**src/rtl/alu_seq_pkg.sv**
```systemverilog
// alu_seq_pkg
// Shared definitions for the ALU operation sequencer:
//   - default operand width and iteration counter width
//   - opcode encodings for the request channel
//   - FSM state encoding
//   - op_legal(): opcode legality check (110 and 111 are illegal)
// Optional feature macro used by the sequencer files: ALU_SEQ_MUL_EARLY_EXIT_EN
package alu_seq_pkg;

  localparam int WIDTH_DEF = 24;
  localparam int CNT_W_DEF = 5;

  localparam logic [2:0] OP_AND = 3'b000;
  localparam logic [2:0] OP_OR  = 3'b001;
  localparam logic [2:0] OP_ADD = 3'b010;
  localparam logic [2:0] OP_SLT = 3'b011;
  localparam logic [2:0] OP_MUL = 3'b100;
  localparam logic [2:0] OP_XOR = 3'b101;

  typedef enum logic [1:0] {
    ST_IDLE = 2'b00,
    ST_EXEC = 2'b01,
    ST_MUL  = 2'b10,
    ST_DONE = 2'b11
  } state_e;

  // Opcodes 11x are reserved and reported as errors.
  function automatic logic op_legal(input logic [2:0] op);
    return !(op[2] & op[1]);
  endfunction

endpackage

```
**src/rtl/alu_op_sequencer_if.sv**
```systemverilog
// alu_op_sequencer_if
// Request/response channel bundle between the execute stage and the sequencer.
//   request : req_valid, req_ready, req_op[2:0], req_a, req_b
//   response: rsp_valid, rsp_ready, rsp_result, rsp_carry, rsp_zero, rsp_err
// Modports:
//   master - the execute stage (issues requests, consumes responses)
//   slave  - the sequencer
interface alu_op_sequencer_if
  import alu_seq_pkg::*;
#(
  parameter int WIDTH = WIDTH_DEF
);

  logic             req_valid;
  logic             req_ready;
  logic [2:0]       req_op;
  logic [WIDTH-1:0] req_a;
  logic [WIDTH-1:0] req_b;

  logic             rsp_valid;
  logic             rsp_ready;
  logic [WIDTH-1:0] rsp_result;
  logic             rsp_carry;
  logic             rsp_zero;
  logic             rsp_err;

  modport master (
    output req_valid, req_op, req_a, req_b, rsp_ready,
    input  req_ready, rsp_valid, rsp_result, rsp_carry, rsp_zero, rsp_err
  );

  modport slave (
    input  req_valid, req_op, req_a, req_b, rsp_ready,
    output req_ready, rsp_valid, rsp_result, rsp_carry, rsp_zero, rsp_err
  );

endinterface

```
**src/rtl/alu_seq_mul.sv**
```systemverilog
// alu_seq_mul
// Iterative unsigned shift-add multiplier, one multiplier bit per clock.
// Ports:
//   clk, rst_n     clock, asynchronous active-low reset
//   start          load a/b and begin a new product (one-cycle pulse)
//   a, b           multiplicand / multiplier, sampled on start
//   done           level, set after the final iteration, cleared by start
//   product        low WIDTH bits of a*b once done is high
// With ALU_SEQ_MUL_EARLY_EXIT_EN defined the run stops as soon as the
// remaining multiplier bits are all zero (always at least one iteration);
// otherwise exactly WIDTH iterations are performed.
module alu_seq_mul
  import alu_seq_pkg::*;
#(
  parameter int WIDTH = WIDTH_DEF,
  parameter int CNT_W = CNT_W_DEF
) (
  input  logic             clk,
  input  logic             rst_n,
  input  logic             start,
  input  logic [WIDTH-1:0] a,
  input  logic [WIDTH-1:0] b,
  output logic             done,
  output logic [WIDTH-1:0] product
);

  localparam logic [CNT_W-1:0] LAST_CNT = CNT_W'(WIDTH - 1);

  logic [WIDTH-1:0] mcand_r;
  logic [WIDTH-1:0] mplier_r;
  logic [WIDTH-1:0] prod_r;
  logic [CNT_W-1:0] cnt_r;
  logic             run_r;
  logic             done_r;
  logic             last_s;

  // Decide whether the iteration in progress is the final one.
  always_comb begin
`ifdef ALU_SEQ_MUL_EARLY_EXIT_EN
    // mplier_r[0] is consumed this cycle; stop if nothing remains above it.
    last_s = (cnt_r == LAST_CNT) || (mplier_r[WIDTH-1:1] == {(WIDTH-1){1'b0}});
`else
    last_s = (cnt_r == LAST_CNT);
`endif
  end

  // Shift-add datapath and iteration counter.
  always_ff @(posedge clk or negedge rst_n) begin
    if (!rst_n) begin
      mcand_r  <= {WIDTH{1'b0}};
      mplier_r <= {WIDTH{1'b0}};
      prod_r   <= {WIDTH{1'b0}};
      cnt_r    <= {CNT_W{1'b0}};
      run_r    <= 1'b0;
      done_r   <= 1'b0;
    end else if (start) begin
      mcand_r  <= a;
      mplier_r <= b;
      prod_r   <= {WIDTH{1'b0}};
      cnt_r    <= {CNT_W{1'b0}};
      run_r    <= 1'b1;
      done_r   <= 1'b0;
    end else if (run_r) begin
      if (mplier_r[0]) begin
        prod_r <= prod_r + mcand_r;
      end else begin
        prod_r <= prod_r;
      end
      mcand_r  <= mcand_r << 1;
      mplier_r <= mplier_r >> 1;
      cnt_r    <= cnt_r + CNT_W'(1);
      if (last_s) begin
        run_r  <= 1'b0;
        done_r <= 1'b1;
      end else begin
        run_r  <= 1'b1;
        done_r <= 1'b0;
      end
    end else begin
      mcand_r  <= mcand_r;
      mplier_r <= mplier_r;
      prod_r   <= prod_r;
      cnt_r    <= cnt_r;
      run_r    <= run_r;
      done_r   <= done_r;
    end
  end

  assign done    = done_r;
  assign product = prod_r;

endmodule

```
**src/rtl/alu_op_sequencer.sv**
```systemverilog
// alu_op_sequencer
// Multi-cycle ALU front end. Accepts one operation at a time, computes
// single-cycle ops (AND/OR/ADD/SLT/XOR) in EXEC and MUL through the
// iterative alu_seq_mul datapath, then presents the result in DONE until
// the consumer takes it.
// Ports:
//   clk, rst_n   clock, asynchronous active-low reset
//   bus          alu_op_sequencer_if.slave request/response channels
//   alu_sel      select code routed to the result mux (000 in IDLE / illegal)
//   busy         high whenever the FSM is not IDLE
// Optional feature macro: ALU_SEQ_MUL_EARLY_EXIT_EN (forwarded to alu_seq_mul).
module alu_op_sequencer
  import alu_seq_pkg::*;
#(
  parameter int WIDTH = WIDTH_DEF,
  parameter int CNT_W = CNT_W_DEF
) (
  input  logic                  clk,
  input  logic                  rst_n,
  alu_op_sequencer_if.slave     bus,
  output logic [2:0]            alu_sel,
  output logic                  busy
);

  state_e           state_r;
  state_e           state_nxt_s;

  logic [2:0]       op_r;
  logic [WIDTH-1:0] a_r;
  logic [WIDTH-1:0] b_r;
  logic             exec_ph_r;

  logic [WIDTH-1:0] res_r;
  logic             carry_r;
  logic             zero_r;
  logic             err_r;

  logic             req_ready_r;
  logic             rsp_valid_r;
  logic             busy_r;
  logic [2:0]       alu_sel_r;

  logic             req_ready_nxt_s;
  logic             rsp_valid_nxt_s;
  logic             busy_nxt_s;
  logic [2:0]       alu_sel_nxt_s;

  logic             accept_s;
  logic             mul_start_s;
  logic             mul_done_s;
  logic [WIDTH-1:0] mul_prod_s;

  logic [WIDTH:0]   sum_s;
  logic [WIDTH-1:0] alu_res_s;
  logic             alu_carry_s;
  logic             alu_err_s;

  assign accept_s    = bus.req_valid && req_ready_r;
  assign mul_start_s = accept_s && (bus.req_op == OP_MUL);

  alu_seq_mul #(
    .WIDTH (WIDTH),
    .CNT_W (CNT_W)
  ) u_mul (
    .clk     (clk),
    .rst_n   (rst_n),
    .start   (mul_start_s),
    .a       (bus.req_a),
    .b       (bus.req_b),
    .done    (mul_done_s),
    .product (mul_prod_s)
  );

  // State register plus registered handshake/status outputs.
  always_ff @(posedge clk or negedge rst_n) begin
    if (!rst_n) begin
      state_r     <= ST_IDLE;
      req_ready_r <= 1'b1;
      rsp_valid_r <= 1'b0;
      busy_r      <= 1'b0;
      alu_sel_r   <= 3'b000;
    end else begin
      state_r     <= state_nxt_s;
      req_ready_r <= req_ready_nxt_s;
      rsp_valid_r <= rsp_valid_nxt_s;
      busy_r      <= busy_nxt_s;
      alu_sel_r   <= alu_sel_nxt_s;
    end
  end

  // Next-state logic.
  always_comb begin
    state_nxt_s = state_r;
    case (state_r)
      ST_IDLE: begin
        if (accept_s) begin
          state_nxt_s = (bus.req_op == OP_MUL) ? ST_MUL : ST_EXEC;
        end else begin
          state_nxt_s = ST_IDLE;
        end
      end
      // EXEC spends one cycle computing and one cycle holding the result.
      ST_EXEC: begin
        if (exec_ph_r) begin
          state_nxt_s = ST_DONE;
        end else begin
          state_nxt_s = ST_EXEC;
        end
      end
      ST_MUL: begin
        if (mul_done_s) begin
          state_nxt_s = ST_DONE;
        end else begin
          state_nxt_s = ST_MUL;
        end
      end
      ST_DONE: begin
        if (bus.rsp_ready) begin
          state_nxt_s = ST_IDLE;
        end else begin
          state_nxt_s = ST_DONE;
        end
      end
      default: state_nxt_s = ST_IDLE;
    endcase
  end

  // Output decode from the next state so the outputs come straight from flops.
  always_comb begin
    req_ready_nxt_s = (state_nxt_s == ST_IDLE);
    rsp_valid_nxt_s = (state_nxt_s == ST_DONE);
    busy_nxt_s      = (state_nxt_s != ST_IDLE);
    alu_sel_nxt_s   = alu_sel_r;
    if (state_nxt_s == ST_IDLE) begin
      alu_sel_nxt_s = 3'b000;
    end else if (state_r == ST_IDLE) begin
      alu_sel_nxt_s = op_legal(bus.req_op) ? bus.req_op : 3'b000;
    end else begin
      alu_sel_nxt_s = alu_sel_r;
    end
  end

  // Single-cycle ALU on the captured operands.
  always_comb begin
    sum_s       = {1'b0, a_r} + {1'b0, b_r};
    alu_res_s   = {WIDTH{1'b0}};
    alu_carry_s = 1'b0;
    alu_err_s   = 1'b0;
    case (op_r)
      OP_AND: alu_res_s = a_r & b_r;
      OP_OR:  alu_res_s = a_r | b_r;
      OP_ADD: begin
        alu_res_s   = sum_s[WIDTH-1:0];
        alu_carry_s = sum_s[WIDTH];
      end
      OP_SLT: alu_res_s = {{(WIDTH-1){1'b0}}, ($signed(a_r) < $signed(b_r))};
      OP_XOR: alu_res_s = a_r ^ b_r;
      // The product comes from the multiplier, not from this path.
      OP_MUL: alu_res_s = {WIDTH{1'b0}};
      default: begin
        alu_res_s = {WIDTH{1'b0}};
        alu_err_s = 1'b1;
      end
    endcase
  end

  // Operand capture and result registers; results stay put through DONE.
  always_ff @(posedge clk or negedge rst_n) begin
    if (!rst_n) begin
      op_r      <= 3'b000;
      a_r       <= {WIDTH{1'b0}};
      b_r       <= {WIDTH{1'b0}};
      exec_ph_r <= 1'b0;
      res_r     <= {WIDTH{1'b0}};
      carry_r   <= 1'b0;
      zero_r    <= 1'b0;
      err_r     <= 1'b0;
    end else if (accept_s) begin
      op_r      <= bus.req_op;
      a_r       <= bus.req_a;
      b_r       <= bus.req_b;
      exec_ph_r <= 1'b0;
    end else if ((state_r == ST_EXEC) && !exec_ph_r) begin
      res_r     <= alu_res_s;
      carry_r   <= alu_carry_s;
      zero_r    <= (alu_res_s == {WIDTH{1'b0}});
      err_r     <= alu_err_s;
      exec_ph_r <= 1'b1;
    end else if ((state_r == ST_MUL) && mul_done_s) begin
      res_r     <= mul_prod_s;
      carry_r   <= 1'b0;
      zero_r    <= (mul_prod_s == {WIDTH{1'b0}});
      err_r     <= 1'b0;
    end else begin
      res_r     <= res_r;
      carry_r   <= carry_r;
      zero_r    <= zero_r;
      err_r     <= err_r;
      exec_ph_r <= exec_ph_r;
    end
  end

  assign bus.req_ready  = req_ready_r;
  assign bus.rsp_valid  = rsp_valid_r;
  assign bus.rsp_result = res_r;
  assign bus.rsp_carry  = carry_r;
  assign bus.rsp_zero   = zero_r;
  assign bus.rsp_err    = err_r;
  assign alu_sel        = alu_sel_r;
  assign busy           = busy_r;

endmodule

```
**src/flat_wrapper.sv**
```systemverilog
// flat-port wrapper written by rule: the top's interface ports become plain ports
module alu_op_sequencer_flat import alu_seq_pkg::*;
#(
  parameter int WIDTH = WIDTH_DEF,
  parameter int CNT_W = CNT_W_DEF
)
  (clk, rst_n, alu_sel, busy, bus_req_valid, bus_req_op, bus_req_a, bus_req_b, bus_rsp_ready, bus_req_ready, bus_rsp_valid, bus_rsp_result, bus_rsp_carry, bus_rsp_zero, bus_rsp_err);
  alu_op_sequencer_if #(.WIDTH(WIDTH)) bus_i ();
  input  logic clk;
  input  logic rst_n;
  output logic [2:0] alu_sel;
  output logic busy;
  input wire logic [$bits(bus_i.req_valid)-1:0] bus_req_valid;
  input wire logic [$bits(bus_i.req_op)-1:0] bus_req_op;
  input wire logic [$bits(bus_i.req_a)-1:0] bus_req_a;
  input wire logic [$bits(bus_i.req_b)-1:0] bus_req_b;
  input wire logic [$bits(bus_i.rsp_ready)-1:0] bus_rsp_ready;
  output wire logic [$bits(bus_i.req_ready)-1:0] bus_req_ready;
  output wire logic [$bits(bus_i.rsp_valid)-1:0] bus_rsp_valid;
  output wire logic [$bits(bus_i.rsp_result)-1:0] bus_rsp_result;
  output wire logic [$bits(bus_i.rsp_carry)-1:0] bus_rsp_carry;
  output wire logic [$bits(bus_i.rsp_zero)-1:0] bus_rsp_zero;
  output wire logic [$bits(bus_i.rsp_err)-1:0] bus_rsp_err;
  assign bus_i.req_valid = bus_req_valid;
  assign bus_i.req_op = bus_req_op;
  assign bus_i.req_a = bus_req_a;
  assign bus_i.req_b = bus_req_b;
  assign bus_i.rsp_ready = bus_rsp_ready;
  assign bus_req_ready = bus_i.req_ready;
  assign bus_rsp_valid = bus_i.rsp_valid;
  assign bus_rsp_result = bus_i.rsp_result;
  assign bus_rsp_carry = bus_i.rsp_carry;
  assign bus_rsp_zero = bus_i.rsp_zero;
  assign bus_rsp_err = bus_i.rsp_err;
  alu_op_sequencer #(.WIDTH(WIDTH), .CNT_W(CNT_W)) u_core (.clk(clk), .rst_n(rst_n), .bus(bus_i), .alu_sel(alu_sel), .busy(busy));
endmodule
```
**config.mk**
```make
export PLATFORM = sky130hd
export DESIGN_NAME = alu_op_sequencer_flat
export DESIGN_NICKNAME = d
export VERILOG_FILES = /design/src/rtl/alu_seq_pkg.sv /design/src/rtl/alu_op_sequencer_if.sv /design/src/rtl/alu_seq_mul.sv /design/src/rtl/alu_op_sequencer.sv /design/src/flat_wrapper.sv
export SDC_FILE = /design/constraint.sdc
export NUM_CORES = 1
export LEC_CHECK = 0
export CORE_MARGIN = 5
export CORE_UTILIZATION = 54
export DETAILED_ROUTE_END_ITERATION = 8
export GPL_ROUTABILITY_DRIVEN = 0
export GPL_TIMING_DRIVEN = 0
export PLACE_DENSITY_LB_ADDON = 0.15
export SYNTH_ARGS = -nofsm -noshare
export SYNTH_HDL_FRONTEND = slang
export SYNTH_SLANG_ARGS = --single-unit
```
**constraint.sdc**
```tcl
create_clock -name clk -period 2.9 [get_ports clk]
set_input_delay 0.29 -clock clk [delete_from_list [all_inputs] [get_ports clk]]
set_output_delay 0.29 -clock clk [all_outputs]
set_load 0.05 [all_outputs]
```
==> results of run 1 <==
==> layout make-up <==
| cell class | instances | area share |
|---|---|---|
| Multi-Input combinational cell | 866 | 0.494 |
| Sequential cell | 166 | 0.315 |
| Timing Repair Buffer | 112 | 0.0822 |
| Clock buffer | 22 | 0.0359 |
| Tap cell | 265 | 0.0251 |
| Inverter | 70 | 0.0199 |
| Buffer | 58 | 0.0174 |
| Clock inverter | 10 | 0.0107 |
==> power groups by stage <==
stage | logic [mW] | clock network (mW) | registers, mW
finish | 10.3 | 2.43 | 4.28
global placement | 8.58 | 0 | 4.27
floorplan | 6.14 | 0 | 4.48
global route | 11.2 | 2.55 | 4.39
detailed placement | 8.73 | 0 | 4.30
CTS | 9.28 | 2.45 | 4.25
==> metrics by stage <==
step           worst slack, ns  instance area [um^2]  hold WS [ns]  power (mW)   util
5_1_grt                 -0.393                 13200         0.402        18.1  0.679
6_report                -0.269                 13200         0.363        17.0  0.679
3_5_place_dp            -0.514                 12000         0.244        13.0  0.614
3_3_place_gp             -5.42                 11900         0.495        12.8  0.613
2_1_floorplan           0.0333                 10700      -0.00559        10.6      -
4_1_cts                 -0.194                 12800         0.367        16.0  0.660
==> sequential cells by signal, indices dropped and copies added (netlist names) <==
register,flops
u_core.bus.rsp_result,24
u_core.a_r,24
u_core.bus.rsp_err,1
u_core.u_mul.mcand_r,24
u_core.u_mul.cnt_r,5
u_core.exec_ph_r,1
u_core.b_r,24
u_core.op_r,3
u_core.bus.rsp_zero,1
u_core.bus.rsp_carry,1
u_core.u_mul.mplier_r,24
u_core.busy,1
u_core.bus.req_ready,1
u_core.u_mul.product,24
u_core.alu_sel,3
u_core.bus.rsp_valid,1
u_core.u_mul.done,1
u_core.state_r,2
u_core.u_mul.run_r,1
==> metal layers <==
| layer | global-route usage | part of all wire |
|---|---|---|
| met5 | 0 | 0 |
| met4 | 0.114 | 0.042 |
| met3 | 0.0583 | 0.076 |
| met2 | 0.437 | 0.45 |
| met1 | 0.388 | 0.43 |
==> Yosys cell counts, types with 13 or more instances <==
cell,instances
a22oi_1,38
mux2_2,51
clkbuf_1,50
nor2_1,66
xnor2_1,25
xor2_1,13
ha_1,96
inv_1,67
nand3_1,16
nor3_1,13
a21oi_1,78
nand2_1,146
mux2i_1,56
dfrtp_1,165
o21ai_0,81
a21o_1,20
o21ai_1,27
==> path summary, 6_finish.rpt <==
check | from | end | slack (ns) | cells after the start
min in group clk | bus_req_b[23] | u_core.u_mul.mplier_r[23]$_DFFE_PN0P_ | 0.42 | 3
hold / removal | rst_n | u_core.b_r[3]$_DFFE_PN0P_ | 0.36 | 2
max in group asynchronous | rst_n | u_core.op_r[0]$_DFFE_PN0P_ | 1.60 | 3
setup reg to reg | u_core.a_r[0]$_DFFE_PN0P_ | u_core.bus.rsp_zero$_DFFE_PN0P_ | -0.27 | 13
hold reg to reg | u_core.bus.rsp_err$_DFFE_PN0P_ | u_core.bus.rsp_err$_DFFE_PN0P_ | 0.52 | 2
setup / recovery | u_core.a_r[0]$_DFFE_PN0P_ | u_core.bus.rsp_zero$_DFFE_PN0P_ | -0.27 | 13
==> repair_timing <==
action | 4_1_cts | 5_1_grt
setup buffers | 12 | 11
hold endpoints to repair | 55 | 0
pin swaps | 18 | 29
hold buffers | 1 | 0
setup endpoints to repair | 53 | 35
resized for setup | 42 | 59
==> cells by family (layout without fill, tap and decap cells) <==
kind of cell               count (synthesis)  after routing  synth area share
AOI/OAI and AO/OA                        314            314             0.181
muxes                                    107            107             0.106
DFF                                      166            166             0.388
and+or+nand+nor                          309            309             0.131
adders and majority gates                 98             98             0.116
buffers and inverters                    131            272            0.0463
xor gates and xnor gates                  38             38            0.0311
==> results.py, run 1 <==
metrics = {
    "timing": {
        "finalCriticalPeriod_ns": 3.17,
        "setup_ws_ns": -0.269,
        "setup_viol": 3,
        "period_share": 1.09,
        "worst_pin_slew_ns": 1.03,
        "clock_skew_ns": 0.00833,
        "timing.fmax_ghz": 0.316,
        "tns_ns": -0.512,
        "final_max_slew_viol_count": 0,
        "slew_headroom": 0.316,
        "final-hold-violation-count": 0,
        "rsz0062_at_grt": "yes",
    },
    "floorplanning": {
        "core-area_um2": 19500,
        "rows": 51,
        "start_util": 0.550,
        "die-area_um2": 22700,
        "dieWidth_um": 151,
        "num_io_pins": 88,
        "die_h_um": 151,
    },
    "critical_path": {
        "cp_slowest_cell": "dfrtp_1",
        "start_kind": "flop",
        "worst_setup_path_end_kind": "flop",
        "path_class": "flop to flop",
        "critPathMaxStageDelay_ns": 0.43,
        "cp.arrival_ns": 3.55,
        "path_cells": "ha_4, fa_2, a21o_1, nand4b_1, a21oi_2, o21ai_4, o41ai_4, or3_1, a31o_1, a2111oi_2, nand4_1, nor4_2, a31o_1",
        "crit_fanout": 3,
        "required_ns": 3.28,
        "critPathMostFrequentCell": "a31o_1",
        "crit_buf_inv": 0,
        "critical-path-top-delay-family": "compound AO/OA/AOI/OAI gates",
    },
    "global_routing": {
        "grt_max_degree": 112,
        "antenna_found_initial": 0,
        "grt_remaining_overflow": 0,
        "grt_pass1_wl_mm": 49.3,
        "grt_pass1_vias": 9027,
        "grt_use_total": 0.282,
    },
    "pwr": {
        "power_density_nw_per_um2": 1290,
        "power.leakage_nw": 6.00,
        "max-vdd-ir-drop_uv": 752,
        "seqPwrFrac": 0.251,
        "power_frac_comb": 0.606,
        "switching_share": 0.470,
        "switchingPower_mw": 8.01,
        "clkPwrFrac": 0.142,
        "intPower_mw": 9.02,
    },
    "cells_and_area": {
        "seq_area_um2": 4170,
        "antenna_cells": 0,
        "nets": 1444,
        "multi_input_area_um2": 6520,
        "layout_common_cells": "157 x dfrtp_1, 146 x nand2_1, 86 x clkdlybuf4s50_1",
        "area_growth_pct": 23.4,
        "layout_commonest_cell": "dfrtp_1",
        "fin_cells": 1569,
        "layout-drive-gt1-share": 0.150,
        "fillCellCount": 1567,
    },
    "logic_synthesis": {
        "syn_area_per_cell_um2": 9.20,
        "postSynthCellCount": 1163,
        "yosysWarnings": 0,
        "synth_flop_cell": "dfrtp_1",
        "yosys.area.top_type": "dfrtp_1",
        "syn_nets": 1316,
        "synth_cell_types": 64,
        "ys_seq_area_frac": 0.388,
        "yosys-top-cells-area": "dfrtp_1 39%, ha_1 11%, mux2_2 5.4%",
        "synthArstFlopShare": 1.00,
        "syn-cell-area_um2": 10700,
        "synth_edf_count": 0,
        "ys_seq_elements": 166,
        "yosys.area.top_type_share": 0.386,
    },
    "job": {
        "drv_cap": 0,
    },
    "clock_tree": {
        "path_clk_slew_ns": 0.07,
        "cts_max_path_buffers": 2,
        "clk-insertion-delay-late_ns": 0.44,
        "tritoncts": "built",
        "cts_inserted_buffers": 17,
        "cts.sinks": 166,
        "cts-root-buf": "clkbuf_16",
        "h-tree-depth": 4,
    },
    "run_status": {
        "violations": "negative setup slack",
        "status": "finished with violations",
    },
    "route": {
        "post_drt_wl_per_cell_um": 20.3,
        "detail_route.first_pass.iterations": 7,
        "drcViolationCount": 0,
        "num_vias": 9516,
        "via_per_inst": 6.07,
        "postRouteWirelength_mm": 31.8,
        "drt_iter0_drc": 881,
        "ant_nets": 0,
    },
    "min_path": {
        "hold_class": "input pin to async pin",
    },
    "placed_design": {
        "dp_hpwl_mm": 23.1,
        "dp_cells": 1516,
        "numPortBuffers": 87,
    },
}
No activity file was read; power rests on OpenSTA's default activity.
==> run 2: changes to the inputs <==
SKIP_CTS_REPAIR_TIMING = 1   (was default)
SLEW_MARGIN = 40   (was default)
==> run 2 against run 1 <==
  * The run still ends with negative setup slack left
  * Final cell count is 0.76% higher
  * Clock power decreased by 3%
  * Cell area about the same
  * Critical path depth up 1
  * Routed wire length rose by 0.28%
  * Non-clock buffer count grew 12
  * Fmax increased by 1.1%
  * First-iteration DRC count rose by 26%
  * Global-route usage is 0.20 points lower
==> results.py, run 2 (synthesized netlist as in run 1, its figures left out) <==
metrics = {
    "floorplanning": {
        "rows": 51,
        "dieWidth_um": 151,
        "die_h_um": 151,
        "core-area_um2": 19500,
        "die-area_um2": 22700,
        "start_util": 0.550,
        "num_io_pins": 88,
    },
    "clock_tree": {
        "path_clk_slew_ns": 0.07,
        "cts-root-buf": "clkbuf_16",
        "h-tree-depth": 4,
        "clk-insertion-delay-late_ns": 0.44,
        "tritoncts": "built",
        "cts_max_path_buffers": 2,
        "cts.sinks": 166,
        "cts_inserted_buffers": 17,
    },
    "timing": {
        "slew_headroom": 0.455,
        "rsz0062_at_grt": "yes",
        "clock_skew_ns": 0.0100,
        "setup_ws_ns": -0.233,
        "final_max_slew_viol_count": 0,
        "final-hold-violation-count": 0,
        "setup_viol": 5,
        "finalCriticalPeriod_ns": 3.13,
        "timing.fmax_ghz": 0.319,
        "tns_ns": -0.419,
        "period_share": 1.08,
        "worst_pin_slew_ns": 0.817,
    },
    "critical_path": {
        "start_kind": "flop",
        "critical-path-top-delay-family": "compound AO/OA/AOI/OAI gates",
        "cp_slowest_cell": "dfrtp_2",
        "critPathMaxStageDelay_ns": 0.45,
        "path_class": "flop to flop",
        "required_ns": 3.27,
        "critPathMostFrequentCell": "o41ai_4",
        "cp.arrival_ns": 3.50,
        "crit_buf_inv": 1,
        "worst_setup_path_end_kind": "flop",
        "crit_fanout": 3,
        "path_cells": "ha_4, fa_2, a21o_1, nand4b_1, a21oi_4, o21ai_4, o41ai_4, buf_4, o41ai_4, o31ai_2, xnor2_1, o22ai_2, nor4_2, a31o_1",
    },
    "pwr": {
        "power_density_nw_per_um2": 1260,
        "max-vdd-ir-drop_uv": 656,
        "power.leakage_nw": 6.04,
    },
    "cells_and_area": {
        "area_growth_pct": 23.3,
        "layout_common_cells": "155 x dfrtp_1, 146 x nand2_1, 86 x clkdlybuf4s50_1",
        "design_area_um2": 13200,
        "fin_cells": 1581,
        "nets": 1456,
        "layout_commonest_cell": "dfrtp_1",
        "layout-drive-gt1-share": 0.150,
        "antenna_cells": 0,
    },
    "route": {
        "drt_iter0_drc": 1109,
        "ant_nets": 0,
        "postRouteWirelength_mm": 31.9,
        "post_drt_wl_per_cell_um": 20.2,
        "num_vias": 9508,
        "detail_route.first_pass.iterations": 6,
        "via_per_inst": 6.01,
        "drcViolationCount": 0,
    },
    "global_routing": {
        "antenna_found_initial": 0,
        "grt_max_degree": 68,
        "grt_remaining_overflow": 0,
        "grt_pass1_wl_mm": 49.2,
        "grt_pass1_vias": 8895,
        "grt_use_total": 0.280,
    },
    "placed_design": {
        "placed_area_um2": 12000,
        "numPortBuffers": 87,
        "dp_cells": 1517,
        "dp_slack_ns": -0.468,
        "dp_hpwl_mm": 23.2,
    },
    "run_status": {
        "violations": "negative setup slack",
        "status": "finished with violations",
    },
    "job": {
        "drv_cap": 0,
    },
    "min_path": {
        "hold_class": "input pin to async pin",
    },
}
run 2: changes by cell type in the layout (fill, tap and decap cells not counted), moves of 2 or more:
cell	before	now
buf_4	23	33
ha_1	81	85
a21oi_2	11	8
clkbuf_2	3	6
ha_4	10	7
inv_1	63	66
inv_2	7	4
a211oi_2	3	1
a21oi_1	65	67
dfrtp_1	157	155
dfrtp_2	8	10
run 2: layout make-up:
type                    instances  area (um^2)
multi-input cells             866         6430
clock inverters                 9          114
fillers                      1549         6260
flip-flops and latches        166         4170
well taps                     265          332
inverters                      70          263
repair buffers                122         1180
plain buffers                  60          239
clock buffers                  23          478
run 2: final timing paths:
path	start	end	slack [ns]	depth (start not counted)
max	u_core.b_r[0]$_DFFE_PN0P_	u_core.bus.rsp_zero$_DFFE_PN0P_	-0.23	14
min	rst_n	u_core.u_mul.mplier_r[4]$_DFFE_PN0P_	0.35	2
max reg2reg	u_core.b_r[0]$_DFFE_PN0P_	u_core.bus.rsp_zero$_DFFE_PN0P_	-0.23	14
min reg2reg	u_core.bus.rsp_result[2]$_DFFE_PN0P_	u_core.bus.rsp_result[2]$_DFFE_PN0P_	0.52	2
max in group asynchronous	rst_n	u_core.op_r[0]$_DFFE_PN0P_	1.88	3
min in group clk	bus_req_b[23]	u_core.u_mul.mplier_r[23]$_DFFE_PN0P_	0.42	3
run 2: power breakdown:
part | internal, mW | switching, mW
logic | 4.14 | 5.87
registers | 3.29 | 0.998
clock network | 1.35 | 1.01
total | 8.78 | 7.87
run 2: metrics by stage:
step,hold WS (ns),util,total power [mW]
finish,0.346,0.678,16.7
global route,0.384,0.678,17.8
CTS,-0.237,0.646,15.5
detailed placement,0.218,0.616,13.0
global placement,0.495,0.613,12.8
floorplan,-0.00559,-,10.6
run 2: per-layer routing:
layer | track usage | up-vias | share of wire
met3 | 0.0392 | 95 | 0.074
li1 | - | 4381 | -
met1 | 0.404 | 4604 | 0.44
met5 | 0 | - | 0
met4 | 0.119 | 0 | 0.045
met2 | 0.423 | 428 | 0.44
run 2: worst register-to-register path, cell delays in order (launching register included):
cell and delay (ns):
dfrtp_2 0.45, ha_4 0.18, fa_2 0.36, a21o_1 0.18, nand4b_1 0.18, a21oi_4 0.10, o21ai_4 0.22, o41ai_4 0.09
buf_4 0.15, o41ai_4 0.26, o31ai_2 0.12, xnor2_1 0.24, o22ai_2 0.14, nor4_2 0.24, a31o_1 0.17
